--- config.mk ---
export PLATFORM = sky130hd
export DESIGN_NAME = baud_gen_frac
export DESIGN_NICKNAME = d
export VERILOG_FILES = /design/src/rtl/baud_gen_frac_pkg.sv /design/src/rtl/baud_gen_frac_accum.sv /design/src/rtl/baud_gen_frac.sv
export SDC_FILE = /design/constraint.sdc
export NUM_CORES = 1
export LEC_CHECK = 0
export ABC_AREA = 1
export BUFFER_PORTS_ARGS = -buffer_cell sky130_fd_sc_hd__buf_2
export CAP_MARGIN = 20
export CORE_ASPECT_RATIO = 0.9
export CORE_MARGIN = 1
export CORE_UTILIZATION = 65
export DETAILED_ROUTE_END_ITERATION = 10
export PLACE_DENSITY = 0.89
export RECOVER_POWER = 100
export SYNTH_ARGS = -nofsm -noshare
export SYNTH_HDL_FRONTEND = slang
export SYNTH_SLANG_ARGS = --single-unit
--- constraint.sdc ---
create_clock -name sys_clk -period 8.1 [get_ports sys_clk]
set_clock_uncertainty 0.15 [all_clocks]
set_input_delay 0.405 -clock sys_clk [delete_from_list [all_inputs] [get_ports sys_clk]]
set_output_delay 0.405 -clock sys_clk [all_outputs]
set_load 0.1 [all_outputs]
--- src/rtl/baud_gen_frac_pkg.sv ---
// Shared constants for the fractional baud generator: reset divisor, minimum legal
// divisor and the oversample-phase width helper.
package baud_pkg;

  localparam int RESET_DIV  = 20;
  localparam int RESET_FRAC = 0;
  localparam int MIN_DIV    = 2;

  function automatic int phase_w(input int os_rate);
    return (os_rate > 2) ? $clog2(os_rate) : 1;
  endfunction

endpackage

--- src/rtl/baud_gen_frac_accum.sv ---
// Fractional-divisor accumulator: adds frac on each strobe, holds the carry that
// stretches the following period by one cycle. clr wins over add.
module frac_accum #(
  parameter int FRAC_W = 4
) (
  input  logic              clk,
  input  logic              rst_n,
  input  logic              clr,
  input  logic              add,
  input  logic [FRAC_W-1:0] frac,
  output logic              carry
);

  logic [FRAC_W-1:0] acc;

  always_ff @(posedge clk or negedge rst_n) begin
    if (!rst_n) begin
      acc   <= '0;
      carry <= 1'b0;
    end else if (clr) begin
      acc   <= '0;
      carry <= 1'b0;
    end else if (add) begin
      {carry, acc} <= {1'b0, acc} + {1'b0, frac};
    end
  end

endmodule

--- src/rtl/baud_gen_frac.sv ---
// Fractional baud generator: registered oversample and bit ticks, runtime divisor
// staged and applied on an os_tick boundary (or immediately by restart).
module baud_gen_frac
  import baud_pkg::*;
#(
  parameter int DIV_W      = 16,
  parameter int FRAC_W     = 4,
  parameter int OS_RATE    = 16,
  parameter int RESET_DIV  = baud_pkg::RESET_DIV,
  parameter int RESET_FRAC = baud_pkg::RESET_FRAC
) (
  input  logic                           sys_clk,
  input  logic                           reset_n,
  input  logic                           en,
  input  logic [DIV_W-1:0]               div_int,
  input  logic [FRAC_W-1:0]              div_frac,
  input  logic                           div_load,
  input  logic                           restart,
  output logic                           os_tick,
  output logic                           bit_tick,
  output logic [phase_w(OS_RATE)-1:0]    os_phase,
  output logic                           div_ack,
  output logic                           cfg_err
);

  localparam int PH_W = phase_w(OS_RATE);
  localparam logic [DIV_W-1:0] ONE     = DIV_W'(1);
  localparam logic [DIV_W-1:0] MIN_V   = DIV_W'(MIN_DIV);
  localparam logic [PH_W-1:0]  PH_ONE  = PH_W'(1);
  localparam logic [PH_W-1:0]  PH_LAST = PH_W'(OS_RATE - 1);

  logic [DIV_W-1:0]  cnt, act_int, stg_int, sel_int, app_int;
  logic [FRAC_W-1:0] act_frac, stg_frac, sel_frac, add_frac;
  logic              pending, carry, period_end, tick, apply, direct;

  // A restart coinciding with div_load bypasses staging and applies the inputs directly.
  always_comb begin
    direct     = restart && div_load;
    sel_int    = direct ? div_int : stg_int;
    sel_frac   = direct ? div_frac : stg_frac;
    app_int    = (sel_int < MIN_V) ? MIN_V : sel_int;
    period_end = en && (cnt == (carry ? act_int : act_int - ONE));
    tick       = period_end && !restart;
    apply      = (tick && pending) || (restart && (pending || div_load));
    add_frac   = (tick && pending) ? stg_frac : act_frac;
  end

  frac_accum #(.FRAC_W(FRAC_W)) u_accum (
    .clk   (sys_clk),
    .rst_n (reset_n),
    .clr   (restart),
    .add   (tick),
    .frac  (add_frac),
    .carry (carry)
  );

  always_ff @(posedge sys_clk or negedge reset_n) begin
    if (!reset_n) begin
      cnt      <= '0;
      os_phase <= '0;
      act_int  <= DIV_W'(RESET_DIV);
      act_frac <= FRAC_W'(RESET_FRAC);
      stg_int  <= '0;
      stg_frac <= '0;
      pending  <= 1'b0;
      os_tick  <= 1'b0;
      bit_tick <= 1'b0;
      div_ack  <= 1'b0;
      cfg_err  <= 1'b0;
    end else begin
      os_tick  <= tick;
      bit_tick <= tick && (os_phase == PH_LAST);
      div_ack  <= apply;
      if (restart) begin
        cnt      <= '0;
        os_phase <= '0;
      end else if (period_end) begin
        cnt      <= '0;
        os_phase <= os_phase + PH_ONE;
      end else if (en) begin
        cnt <= cnt + ONE;
      end
      if (apply) begin
        act_int  <= app_int;
        act_frac <= sel_frac;
        cfg_err  <= (sel_int < MIN_V);
        pending  <= 1'b0;
      end
      // A load in the same cycle as an apply re-arms staging for the next boundary.
      if (div_load && !restart) begin
        stg_int  <= div_int;
        stg_frac <= div_frac;
        pending  <= 1'b1;
      end
    end
  end

endmodule
### Word level (Yosys, flattened, before mapping)

Index checks and enable logic that the tools add are counted.

* register bits after elaboration: 70
* output and inout bits: 8

* add/sub/neg operators: 4
* order comparisons: 1
* equality and inequality tests: 2
* multiplexer cells: 16
* reduce and logical (&&, ||, !) cells: 14

Operator list (number)
* 16-bit 2-to-1 mux: 6
* 4-bit 2-to-1 mux: 6
* 16-bit by 1-bit adder with 16-bit output, second input constant: 1
* 16-bit == test: 1
* 16-bit by 2-bit < comparator with 1-bit output, second input constant: 1
* 16-bit by 1-bit subtractor with 16-bit output, second input constant: 1
* 1-bit logical AND: 7
* 2-bit nonzero test: 3
* 4-bit by 4-bit adder with 5-bit output: 1
* 4-bit by 1-bit adder with 4-bit output, second input constant: 1
* 4-bit == test, second input constant: 1
* 1-bit 2-to-1 mux: 4
* 3-bit nonzero test: 1
* 1-bit logical OR: 2
* 1-bit zero test: 1

### Longest topological paths before layout

* word-level depth: 10
* gate-level depth with buffers: 22

### Cells and area by module

A second synthesis with hierarchy kept.

* cell total of the unflattened synthesis: 577
* area, all modules: 4172.8 um2

By module, submodules not included
* baud_gen_frac: times used 1, cells each 533, area each 3817.4 um2, sequential area each 1629.1 um2
* frac_accum: times used 1, cells each 44, area each 355.3 um2, sequential area each 125.1 um2

### Least setup slack after synthesis

Ideal clock, no wire load.

* kind: register to register
* from: reg act_int[0]
* to: reg u_accum.carry
* setup time: 0.127 ns
* arrival time: 2.774 ns
* data required time: 7.823 ns
* slack: 5.048 ns
* cell stages (with the launch flop): 22
* period minus slack after synthesis: 3.052 ns
* cells stage by stage: dfrtp_1 inv_1 ha_1 inv_1 nor2_1 inv_1 nand2_1 nand3_1 nor2_1 nand2_1 nor3b_1 nand2_1 nor2_1 nand3_1 nand2_1 nand2_1 ha_1 fa_1 nand2_1 nand2_1 a21oi_1 o22ai_1

* longest elaborated chain between the ends: 10

RTL lines
* start: declaration: line baud_gen_frac.sv:32 `logic [DIV_W-1:0] cnt, act_int, stg_int, sel_int, app_int;`
* start signal: assignment: line baud_gen_frac.sv:61 `act_int <= DIV_W'(RESET_DIV);`
* start signal: assignment: line baud_gen_frac.sv:84 `act_int <= app_int;`
* 16-bit by 1-bit subtractor with 16-bit output: line baud_gen_frac.sv:42 `period_end = en && (cnt == (carry ? act_int : act_int - ONE));`
* 16-bit 2-to-1 mux *: line baud_gen_frac.sv:42
* 16-bit == test *: line baud_gen_frac.sv:42
* 1-bit logical AND *: line baud_gen_frac.sv:42
* 1-bit logical AND *: line baud_gen_frac.sv:43 `tick = period_end && !restart;`
* 1-bit logical AND: line baud_gen_frac.sv:45 `add_frac = (tick && pending) ? stg_frac : act_frac;`
* 4-bit 2-to-1 mux: line baud_gen_frac.sv:45
* 4-bit by 4-bit adder with 5-bit output: line baud_gen_frac_accum.sv:24 `{carry, acc} <= {1'b0, acc} + {1'b0, frac};`
* 1-bit 2-to-1 mux: line baud_gen_frac_accum.sv:23 `end else if (add) begin`
* 1-bit 2-to-1 mux: line baud_gen_frac_accum.sv:20 `end else if (clr) begin`
* end signal: assignment: line baud_gen_frac_accum.sv:24
* end: declaration: line baud_gen_frac_accum.sv:11 `output logic carry`

Mark *: on every way between the ends. The rest lies on a longest branch, timed or not. The select of a mux whose other input is x is not followed.
A chain may end at the register's enable or synchronous reset.

### Worst setup path after layout

* from: reg act_int[0]
* to: reg act_int[14]

* longest elaborated chain between the ends: 7

RTL lines
* 16-bit by 1-bit subtractor with 16-bit output: line baud_gen_frac.sv:42
* 16-bit 2-to-1 mux *: line baud_gen_frac.sv:42
* 16-bit == test *: line baud_gen_frac.sv:42
* 1-bit logical AND *: line baud_gen_frac.sv:42
* 1-bit logical AND *: line baud_gen_frac.sv:43
* 1-bit logical AND *: line baud_gen_frac.sv:44 `apply = (tick && pending) || (restart && (pending || div_load));`
* 1-bit logical OR *: line baud_gen_frac.sv:44

Mark *: on every way between the ends. The rest lies on a longest branch, timed or not.

==> impl_metrics.csv <==
group,metric,value,unit
setup_path,path_delay_family,"simple AND/OR/NAND/NOR gates",
synthesis,synth_area,4270,µm²
final_layout,drive_gt1_share,8.74,%
setup_path,endpoint_kind,"flop",
die,rows,27,
die,io_pins,33,
synthesis,yosysTopAreaCell,"dfrtp_1",
final_layout,register_area,1750,µm²
placed_design,io_buffers,32,
setup_path,worst-path-buf-inv,1,
drt,wl_per_cell,13.7,µm
timing,setup_viol,0,
clocking,holdBufCountCts,0,
drt,antenna_left,0,
status,violations,"capacitance limit, slew limit",
min_path,hold-path-cell-count,3,
clocking,path_clk_slew,80,ps
setup_path,timing_worst_setup_path_type,"flop to flop",
setup_path,cp_slowest_cell,"o21bai_1",
final_layout,nNetsFinal,669,
global_routing,grt_pass1_wl,16800,µm
timing,rsz0062_at_grt,"no",
synthesis,ys_warn_count,0,
synthesis,synth_most_common_cell,"nand2_1",
timing,fmax,0.194,GHz
setup_path,worstPathRequired,8240,ps
synthesis,synth_common_cells,"nand2_1 (175), inv_1 (88), dfrtp_1 (68), nor2_1 (62), nand3_1 (57)",
timing,tightest_slew,3690,ps
synthesis,yosysTopAreaCellShare,39.8,%
die,coreArea,6220,µm²
synthesis,synth-seq-cells,70,
clocking,cts_sinks,70,
clocking,cts-resized-gates,0,
setup_path,cp_slowest_stage_delay,1520,ps
die,initial_core_util,68.7,%
timing,period_needed,5140,ps
drt,vias,4036,
die,die_w,87.5,µm
clocking,cts_tree,"done",
drt,route.met2.wl,4880,µm
power,p_leak,2.41,nW
drt,first_pass_iters,7,
final_layout,n_antenna_cell,0,
clocking,root_buffer,"clkbuf_8",
setup_path,crit_chain,"inv_1, ha_1, nand3_1, nor2_2, nand3_1, nand2_1, nand2_1, nor2_1, nand3_1, o21bai_1, nand2_1, nand2_4, nand2_1, nand2_1",
final_layout,multi_input_area,2060,µm²
synthesis,synth.distinct_cells,34,
die,die_h,78.9,µm
timing,fin_tns_setup,0,ps
setup_path,critPathLaunchType,"flop",
clocking,clk_path_buf_depth,2,
placed_design,routabilityCongestion,0.941,
synthesis,netlist_top_cells_area,"dfrtp_1 (40%), nand2_1 (15%), inv_1 (7.7%)",
setup_path,arrival,5280,ps
global_routing,antenna_found_initial,0,
global_routing,overflow,0,
synthesis,ys.flop_type,"dfrtp_1",
global_routing,first_global_vias,3821,
clocking,clock_latency,350,ps
power,p_per_area,205,nW/µm²
min_path,holdCritPathClass,"primary input to flop",
drt,drt_iter0_drc,348,
drt,wirelength,9980,µm
synthesis,syn_area_per_cell,7.01,µm²
final_layout,area_growth,9.29,%
clocking,htree_levels,3,
synthesis,synth_nets,642,
setup_path,cp.depth,14,
run,maxCapViolCount,2,
drt,m1WireLength,4330,µm
clocking,cts_buffers,9,
drt,wl_met3,453,µm
synthesis,synth_seq_area_share,41.1,%
clocking,post_cts_buffers,0,
synthesis,synth-edff-count,0,
timing,setup_ws,2960,ps
timing,post-route-period-util,63.5,%
setup_path,r2r_cells,14,
timing,slew_headroom,-146,%
placed_design,post-dp-hpwl,6980,µm
global_routing,grtUsageTotal,31.8,%
setup_path,rrSetupSlack,2960,ps
global_routing,grt_max_degree,71,
setup_path,crit_top_cell,"nand2_1",
status,status,"finished, violations left",
synthesis,netlist_instances,609,
drt,route.top_layer_used,"met4",
synthesis,async_flop_share,100,%
power,ir_drop,0.000161,V
timing,drv_slew,100,
drt,drcViolationCount,0,
timing,finalHoldViolations,0,
die,die_area,6900,µm²
drt,viasPerCell,5.54,
setup_path,critPathMaxFanout,28,
final_layout,fillCellCount,514,
placed_design,dp_slack,4580,ps
[cells in the final DEF, fill, tap and decap left out, types with 7 or more instances in the layout]
master	synthesis	final
clkbuf_8	0	12
xnor2_1	11	11
ha_1	7	7
buf_2	4	23
nand2_1	175	176
nor3_1	12	12
inv_1	88	88
o21ai_0	32	32
nand4_1	12	12
dfrtp_1	68	68
clkbuf_1	10	11
nor2_1	62	62
nand3_1	57	57
a21oi_1	22	22
[through the flow]
step           hold slack, ps  utilization (%)  cell area (µm²)  std cells  power (mW)
2_1_floorplan           -40.6                -             4270        609       0.567
3_3_place_gp              318             71.7             4460        711       0.610
3_5_place_dp              347             71.7             4460        711       0.619
4_1_cts                   133             75.6             4700        727       0.957
5_1_grt                   150             75.1             4670        728        1.00
6_report                  164             75.1             4670        728       0.955
[layout make-up]
| class | instances | share of cell area [%] |
|---|---|---|
| timing repair buffer | 35 | 3.51 |
| inverter | 91 | 7.32 |
| clock inverter | 4 | 1.63 |
| multi-input combinational | 429 | 44.1 |
| clock buffer | 12 | 3.54 |
| tap | 87 | 2.33 |
| sequential | 70 | 37.6 |
[path summary, 6_finish.rpt]
kind	startpoint	to
setup / recovery	act_int[0]	act_int[14]
hold / removal	div_int[11]	stg_int[11]
setup reg to reg	act_int[0]	act_int[14]
hold reg to reg	stg_int[10]	stg_int[10]
max in group asynchronous	reset_n	stg_int[8]
min in group asynchronous	reset_n	cnt[14]
[state kept, by name (all words and copies together) (netlist names)]
signal	cells
div_ack	1
act_int	16
u_accum.acc	4
bit_tick	1
os_tick	1
cnt	16
cfg_err	1
pending	1
u_accum.carry	1
os_phase	4
stg_frac	4
stg_int	16
act_frac	4
[metal layers]
| layer | vias up | track usage (%) |
|---|---|---|
| met4 | 0 | 14.1 |
| met1 | 1888 | 41.5 |
| li1 | 1970 | - |
| met5 | - | 0 |
| met3 | 36 | 6.03 |
| met2 | 142 | 51.8 |
[where the power goes]
group	internal (mW)	total, mW	switching, mW	leakage (nW)
Clock	0.200	0.338	0.138	0.119
Combinational	0.0683	0.200	0.132	1.41
Sequential	0.384	0.417	0.0332	0.881
[worst reg2reg max path, stage by stage, from the launching register on]
cell      delay (ps)
dfrtp_1          400
inv_1            130
ha_1             240
nand3_1          130
nor2_2           200
nand3_1          130
nand2_1           80
nand2_1           50
nor2_1           140
nand3_1          160
o21bai_1        1520
nand2_1         1050
nand2_4          520
nand2_1          100
nand2_1           90
[kinds of logic after synthesis]
logic type | synth area share, %
muxes | 0.498
DFF | 41.1
buffers and inverters | 10.3
xor gates and xnor gates | 3.49
adders and majority gates | 2.52
and+or+nand+nor | 34.2
AOI/OAI and AO/OA | 7.91
Note: power is estimated with default switching activity, not from simulation.
